[src/rtl/seg7_pkg.sv]
// Shared constants, FSM state type and pattern decoder for the seven-segment capture path.
// Segment patterns are active-low, bit order g..a (a is the LSB).
package seg7_pkg;

  localparam logic [6:0] SEG_0     = 7'h40;
  localparam logic [6:0] SEG_1     = 7'h79;
  localparam logic [6:0] SEG_2     = 7'h24;
  localparam logic [6:0] SEG_3     = 7'h30;
  localparam logic [6:0] SEG_4     = 7'h19;
  localparam logic [6:0] SEG_5     = 7'h12;
  localparam logic [6:0] SEG_6     = 7'h02;
  localparam logic [6:0] SEG_7     = 7'h78;
  localparam logic [6:0] SEG_8     = 7'h00;
  localparam logic [6:0] SEG_9     = 7'h18;
  localparam logic [6:0] SEG_A     = 7'h08;
  localparam logic [6:0] SEG_B     = 7'h03;
  localparam logic [6:0] SEG_C     = 7'h46;
  localparam logic [6:0] SEG_D     = 7'h21;
  localparam logic [6:0] SEG_E     = 7'h06;
  localparam logic [6:0] SEG_F     = 7'h0E;
  localparam logic [6:0] SEG_BLANK = 7'h7F;

  typedef enum logic [1:0] {TRACK, EMIT, HOLD} seg7_state_t;

  typedef struct packed {
    logic       error;
    logic       blank;
    logic [3:0] digit;
  } seg7_dec_t;

  // Digit is forced to 0 for blank and unrecognised patterns.
  function automatic seg7_dec_t seg7_decode(input logic [6:0] pattern);
    seg7_dec_t d;
    d = '0;
    case (pattern)
      SEG_0:     d.digit = 4'h0;
      SEG_1:     d.digit = 4'h1;
      SEG_2:     d.digit = 4'h2;
      SEG_3:     d.digit = 4'h3;
      SEG_4:     d.digit = 4'h4;
      SEG_5:     d.digit = 4'h5;
      SEG_6:     d.digit = 4'h6;
      SEG_7:     d.digit = 4'h7;
      SEG_8:     d.digit = 4'h8;
      SEG_9:     d.digit = 4'h9;
      SEG_A:     d.digit = 4'hA;
      SEG_B:     d.digit = 4'hB;
      SEG_C:     d.digit = 4'hC;
      SEG_D:     d.digit = 4'hD;
      SEG_E:     d.digit = 4'hE;
      SEG_F:     d.digit = 4'hF;
      SEG_BLANK: d.blank = 1'b1;
      default:   d.error = 1'b1;
    endcase
    return d;
  endfunction

endpackage

[src/rtl/seg7_pattern_decode.sv]
// Combinational wrapper that turns one sampled segment pattern into {error, blank, digit}.
module seg7_pattern_decode
  import seg7_pkg::*;
(
  input  logic [7:1] i_pattern,
  output logic [3:0] o_digit,
  output logic       o_blank,
  output logic       o_error
);

  seg7_dec_t w_dec;

  assign w_dec   = seg7_decode(i_pattern);
  assign o_digit = w_dec.digit;
  assign o_blank = w_dec.blank;
  assign o_error = w_dec.error;

endmodule

[src/rtl/seg7_pattern_capture.sv]
// Recovers hex digits from an active-low seven-segment bus and emits one valid/ready record per new stable pattern.
// Define SEG7_BLANK_REPORT_EN to emit records for the blank pattern; otherwise blanks are tracked silently.
module seg7_pattern_capture
  import seg7_pkg::*;
#(
  parameter int STABLE_CYCLES = 4
) (
  input  logic       clk,
  input  logic       reset,
  input  logic [7:1] seg_in,
  input  logic       out_ready,
  output logic       out_valid,
  output logic [3:0] out_digit,
  output logic       out_blank,
  output logic       out_error,
  output logic       overrun
);

  localparam int CNT_W = $clog2(STABLE_CYCLES + 1);
  localparam logic [CNT_W-1:0] CNT_MAX  = CNT_W'(STABLE_CYCLES);
  localparam logic [CNT_W-1:0] CNT_LAST = CNT_W'(STABLE_CYCLES - 1);

  logic [7:1]       r_sync1, r_sync2, r_prev;
  logic [7:1]       r_lastReported, r_held;
  logic             r_hasReported;
  logic [CNT_W-1:0] r_count;
  seg7_state_t      r_state;

  logic [3:0] w_digit;
  logic       w_blank, w_error;
  logic       w_same, w_stableNow, w_isNew, w_reportable;

  always_ff @(posedge clk or posedge reset) begin
    if (reset) begin
      r_sync1 <= SEG_BLANK;
      r_sync2 <= SEG_BLANK;
      r_prev  <= SEG_BLANK;
    end else begin
      r_sync1 <= seg_in;
      r_sync2 <= r_sync1;
      r_prev  <= r_sync2;
    end
  end

  seg7_pattern_decode u_decode (
    .i_pattern (r_prev),
    .o_digit   (w_digit),
    .o_blank   (w_blank),
    .o_error   (w_error)
  );

  assign w_same      = (r_sync2 == r_prev);
  assign w_stableNow = w_same && (r_count == CNT_LAST);
  assign w_isNew     = !r_hasReported || (r_prev != r_lastReported);

`ifdef SEG7_BLANK_REPORT_EN
  assign w_reportable = 1'b1;
`else
  assign w_reportable = !w_blank;
  assign out_blank    = 1'b0;
`endif

  // The count saturates at CNT_MAX while a record waits, so a pattern already
  // stable on acceptance parks in HOLD instead of being re-counted.
  always_ff @(posedge clk or posedge reset) begin
    if (reset) begin
      r_state        <= TRACK;
      r_count        <= '0;
      r_lastReported <= SEG_BLANK;
      r_hasReported  <= 1'b0;
      r_held         <= SEG_BLANK;
      out_valid      <= 1'b0;
      out_digit      <= 4'h0;
      out_error      <= 1'b0;
      overrun        <= 1'b0;
`ifdef SEG7_BLANK_REPORT_EN
      out_blank      <= 1'b0;
`endif
    end else begin
      case (r_state)
        TRACK: begin
          if (!w_same) begin
            r_count <= '0;
          end else if (w_stableNow) begin
            if (w_isNew && w_reportable) begin
              r_state   <= EMIT;
              r_count   <= CNT_MAX;
              r_held    <= r_prev;
              out_valid <= 1'b1;
              out_digit <= w_digit;
              out_error <= w_error;
`ifdef SEG7_BLANK_REPORT_EN
              out_blank <= w_blank;
`endif
            end else begin
              r_state        <= HOLD;
              r_lastReported <= r_prev;
              r_hasReported  <= 1'b1;
            end
          end else begin
            r_count <= r_count + 1'b1;
          end
        end
        EMIT: begin
          if (!w_same) begin
            r_count <= '0;
          end else if (r_count != CNT_MAX) begin
            r_count <= r_count + 1'b1;
            if (w_stableNow && (r_prev != r_held)) overrun <= 1'b1;
          end
          if (out_ready) begin
            r_state        <= (w_same && (w_stableNow || r_count == CNT_MAX)) ? HOLD : TRACK;
            out_valid      <= 1'b0;
            r_lastReported <= r_held;
            r_hasReported  <= 1'b1;
          end
        end
        HOLD: begin
          if (!w_same) begin
            r_state <= TRACK;
            r_count <= '0;
          end
        end
        default: r_state <= TRACK;
      endcase
    end
  end

endmodule

[config.mk]
export PLATFORM = sky130hd
export DESIGN_NAME = seg7_pattern_capture
export DESIGN_NICKNAME = d
export VERILOG_FILES = /design/src/rtl/seg7_pkg.sv /design/src/rtl/seg7_pattern_decode.sv /design/src/rtl/seg7_pattern_capture.sv
export SDC_FILE = /design/constraint.sdc
export NUM_CORES = 1
export LEC_CHECK = 0
export BUFFER_PORTS_ARGS = -buffer_cell sky130_fd_sc_hd__buf_2
export CAP_MARGIN = 15
export CORE_MARGIN = 2
export CORE_UTILIZATION = 41
export DETAILED_ROUTE_END_ITERATION = 8
export GPL_ROUTABILITY_DRIVEN = 0
export SLEW_MARGIN = 20
export SYNTH_ARGS = -nofsm -noshare
export SYNTH_HDL_FRONTEND = slang
export SYNTH_SLANG_ARGS = --single-unit
export TNS_END_PERCENT = 20
[constraint.sdc]
create_clock -name clk -period 2.8 [get_ports clk]
set_clock_uncertainty 0.05 [all_clocks]
set_input_delay 0.56 -clock clk [delete_from_list [all_inputs] [get_ports clk]]
set_output_delay 0.56 -clock clk [all_outputs]
set_load 0.005 [all_outputs]
==> results.json <==
{
  "fin_nets": 286,
  "wl_per_cell_um": 15.3,
  "dp_worst_setup_slack_ns": 0.396,
  "antennaDiodeCount": 0,
  "clkLatencyLatePin_ns": 0.31,
  "dp_hpwl_um": 3720,
  "layout-drive-gt1-share_pct": 31.1,
  "hold_violations": 0,
  "grt_max_degree": 35,
  "synth_warnings": 0,
  "pwr_density_cell_nw_per_um2": 735,
  "maxCapViolCount": 0,
  "die_w_um": 84.5,
  "worstPathMaxFanout": 16,
  "fin_tns_setup_ns": 0,
  "fillCellCount": 597,
  "post-cts-setup-buffers": 0,
  "yosys.area_share.xor_xnor_pct": 7.25,
  "cts_tree": "built",
  "seqCellArea_um2": 1240,
  "status": "finished, final reports clean",
  "syn_inst": 261,
  "postCtsResizedCells": 0,
  "core_um2": 6310,
  "yosysSeqAreaShare_pct": 46.8,
  "cts_made_buffers": 5,
  "yosys.area_share.simple_pct": 12.3,
  "synth_edf_count": 0,
  "hold_buffers": 0,
  "critPathLaunch": "r_prev[6]",
  "crit_path_top_delay_cell": "dfstp_2",
  "post-route-period-util_pct": 86.7,
  "min-delay-start": "seg_in[3]",
  "crit_required_ns": 2.95,
  "synth-compound-area-share_pct": 15.7,
  "rsz0062_at_grt": "no",
  "grt_usage_pct": 15.7,
  "rows": 29,
  "io_buffers": 16,
  "grt_pass1_wl_um": 9040,
  "setup_viol": 0,
  "max_stage_delay_ns": 0.71,
  "ys_types": 52,
  "cp-end-kind": "register",
  "grt_pass1_vias": 1773,
  "crit_chain": "xnor2_1 -> and4_1 -> a21oi_2 -> nand4_2 -> mux2_4",
  "htreeDepth": 2,
  "slew-limit-headroom_pct": 52.4,
  "syn_area_um2": 2660,
  "p_sw_share_pct": 33.3,
  "die_y_um": 84.5,
  "path_class": "register to register",
  "peakVddDrop_mv": 0.320,
  "min_period_ns": 2.43,
  "drtPass1Iterations": 4,
  "ys_async_sr_fraction_pct": 100,
  "routed_wl_um": 5300,
  "power.internal_mw": 1.42,
  "fin_ws_ns": 0.371,
  "synth_nets": 278,
  "hp-class": "input pin to register",
  "cp.arrival_ns": 2.58,
  "vias": 1875,
  "cts.path.max_buffers": 2,
  "synth_top_family_by_area": "compound AO/OA/AOI/OAI gates",
  "synth-seq-cells": 48,
  "finalMaxSlewViolations": 0,
  "clkSlewWorstSetupHoldPaths_ns": 0.10,
  "multi_input_area_um2": 1230,
  "tightest_slew_ns": 0.714,
  "grt_overflow": 0,
  "syn2layout_area_growth_pct": 9.18,
  "synth_adder_area_share_pct": 3.29,
  "reg2reg_depth": 5,
  "worst_setup_path_start_kind": "register",
  "r2r-start": "r_prev[6]",
  "drc_errors": 0,
  "viasPerCell": 5.40,
  "io_pins": 18,
  "syn_avg_cell_area_um2": 10.2,
  "root_buffer": "clkbuf_8",
  "seqPwrFrac_pct": 43.9,
  "combPwrFrac_pct": 29.4,
  "synthFlopType": "dfstp_2",
  "clkSinkCount": 48,
  "power_switching_mw": 0.710,
  "muxShareOfSynthArea_pct": 7.67,
  "pwr-share-clk_pct": 26.8,
  "drt_iter0_drc": 126,
  "die_area_um2": 7150,
  "cellLeakagePower_nw": 1.20,
  "antenna_found_initial": 0,
  "start_util_pct": 42.1,
  "hold_depth": 1,
  "ant_nets": 0,
  "timing.fmax_mhz": 412
}
==> cell type report <==
class	instances	share of cell area [%]
flip-flops and latches	48	42.9
multi-input cells	174	42.5
repair buffers	23	4.57
well taps	77	3.32
clock buffers	6	3.23
inverters	17	2.20
clock inverters	2	1.34
==> registers in the layout, summed over array words and instances (netlist names) <==
register / cells
r_count: 3
r_lastReported: 7
r_hasReported: 1
r_state: 2
out_valid: 1
r_sync1: 7
r_sync2: 7
out_digit: 4
r_prev: 7
overrun: 1
out_error: 1
r_held: 7
==> worst paths after layout <==
kind,end,slack (ns)
min in group asynchronous,out_digit[0],0.31
worst max register to register,out_digit[1],0.37
worst min-delay path,r_sync1[3],0.30
max in group asynchronous,r_held[4],1.70
worst max-delay path,out_digit[1],0.37
worst min register to register,r_sync2[2],0.30
==> critical path: cells and delay by family, from the launching register on <==
kind	cells	cell delay (ns)
simple gates	2	0.68
compound gates	1	0.32
flops	1	0.71
mux	1	0.45
xor+xnor	1	0.10
==> cells in the final DEF, fill, tap and decap left out, types with 5 or more instances in the layout <==
cell type,Yosys,layout
mux2_2,7,7
o22ai_1,5,5
dfrtp_1,13,13
inv_1,17,16
o21ai_0,12,12
buf_2,3,16
mux2i_1,8,8
nand2_1,21,21
ha_1,7,7
clkbuf_8,0,5
xor2_1,15,15
nor3_1,5,5
buf_4,2,7
a21oi_1,17,17
nor2_1,14,14
nand3_1,5,5
xnor2_1,7,7
a31oi_1,5,5
dfstp_2,35,35
o32ai_1,7,7
==> per-stage QoR <==
step	instance area [um2]	hold slack, ns	instances	utilization (%)	power [mW]
6_report	2900	0.296	347	46.0	2.13
2_1_floorplan	2660	0.295	261	-	1.39
3_5_place_dp	2770	0.297	339	43.9	1.57
5_1_grt	2900	0.274	347	46.0	2.27
3_3_place_gp	2770	0.296	339	43.9	1.55
4_1_cts	2900	0.284	347	46.0	2.15
==> power groups by stage <==
stage	Clock [mW]	Sequential [mW]	Combinational, mW
after floorplan	0	0.901	0.494
after global routing	0.619	0.946	0.702
after detailed placement	0	0.946	0.620
after global placement	0	0.940	0.615
after CTS	0.590	0.934	0.624
final	0.571	0.936	0.627
==> synth_stat cells, types with 2 or more instances <==
master,instances,share of area (%)
xor2_1,15,4.9
clkbuf_1,13,1.8
o21bai_1,2,0.56
a31oi_1,5,1.2
o21ai_0,12,2.3
o32ai_1,7,2.3
inv_1,17,2.4
mux2i_1,8,3.0
nor3_1,5,0.94
ha_1,7,3.3
nor2_1,14,2.0
nor3b_1,2,0.56
mux2_2,7,3.0
a21oi_1,17,3.2
nor4_1,2,0.47
nand3_1,5,0.94
nand2b_1,3,0.71
nand4_1,2,0.47
dfrtp_1,13,12
buf_4,2,0.56
xnor2_1,7,2.3
nand2_1,21,3.0
dfstp_2,35,35
o22ai_1,5,1.2
buf_6,3,1.3
mux2_4,3,1.7
buf_2,3,0.56
a32oi_1,2,0.66
==> cells by family (layout without fill, tap and decap cells) <==
logic type | after synthesis | after routing
AO/OA/AOI/OAI | 63 | 63
other | 1 | 1
adder cells (fa/ha/maj) | 7 | 7
flip-flops | 48 | 48
buffers and inverters | 39 | 48
multiplexers | 18 | 18
AND/OR/NAND/NOR | 63 | 63
XOR/XNOR | 22 | 22
==> metal layers <==
| layer | up-vias | track usage, % | wire, um |
|---|---|---|---|
| met5 | - | 0 | 0 |
| met4 | 0 | 4.62 | 76 |
| met3 | 8 | 3.05 | 178 |
| met2 | 37 | 24.0 | 2400 |
| met1 | 906 | 22.8 | 2640 |
| li1 | 924 | - | - |
Note: power is estimated with default switching activity, not from simulation.
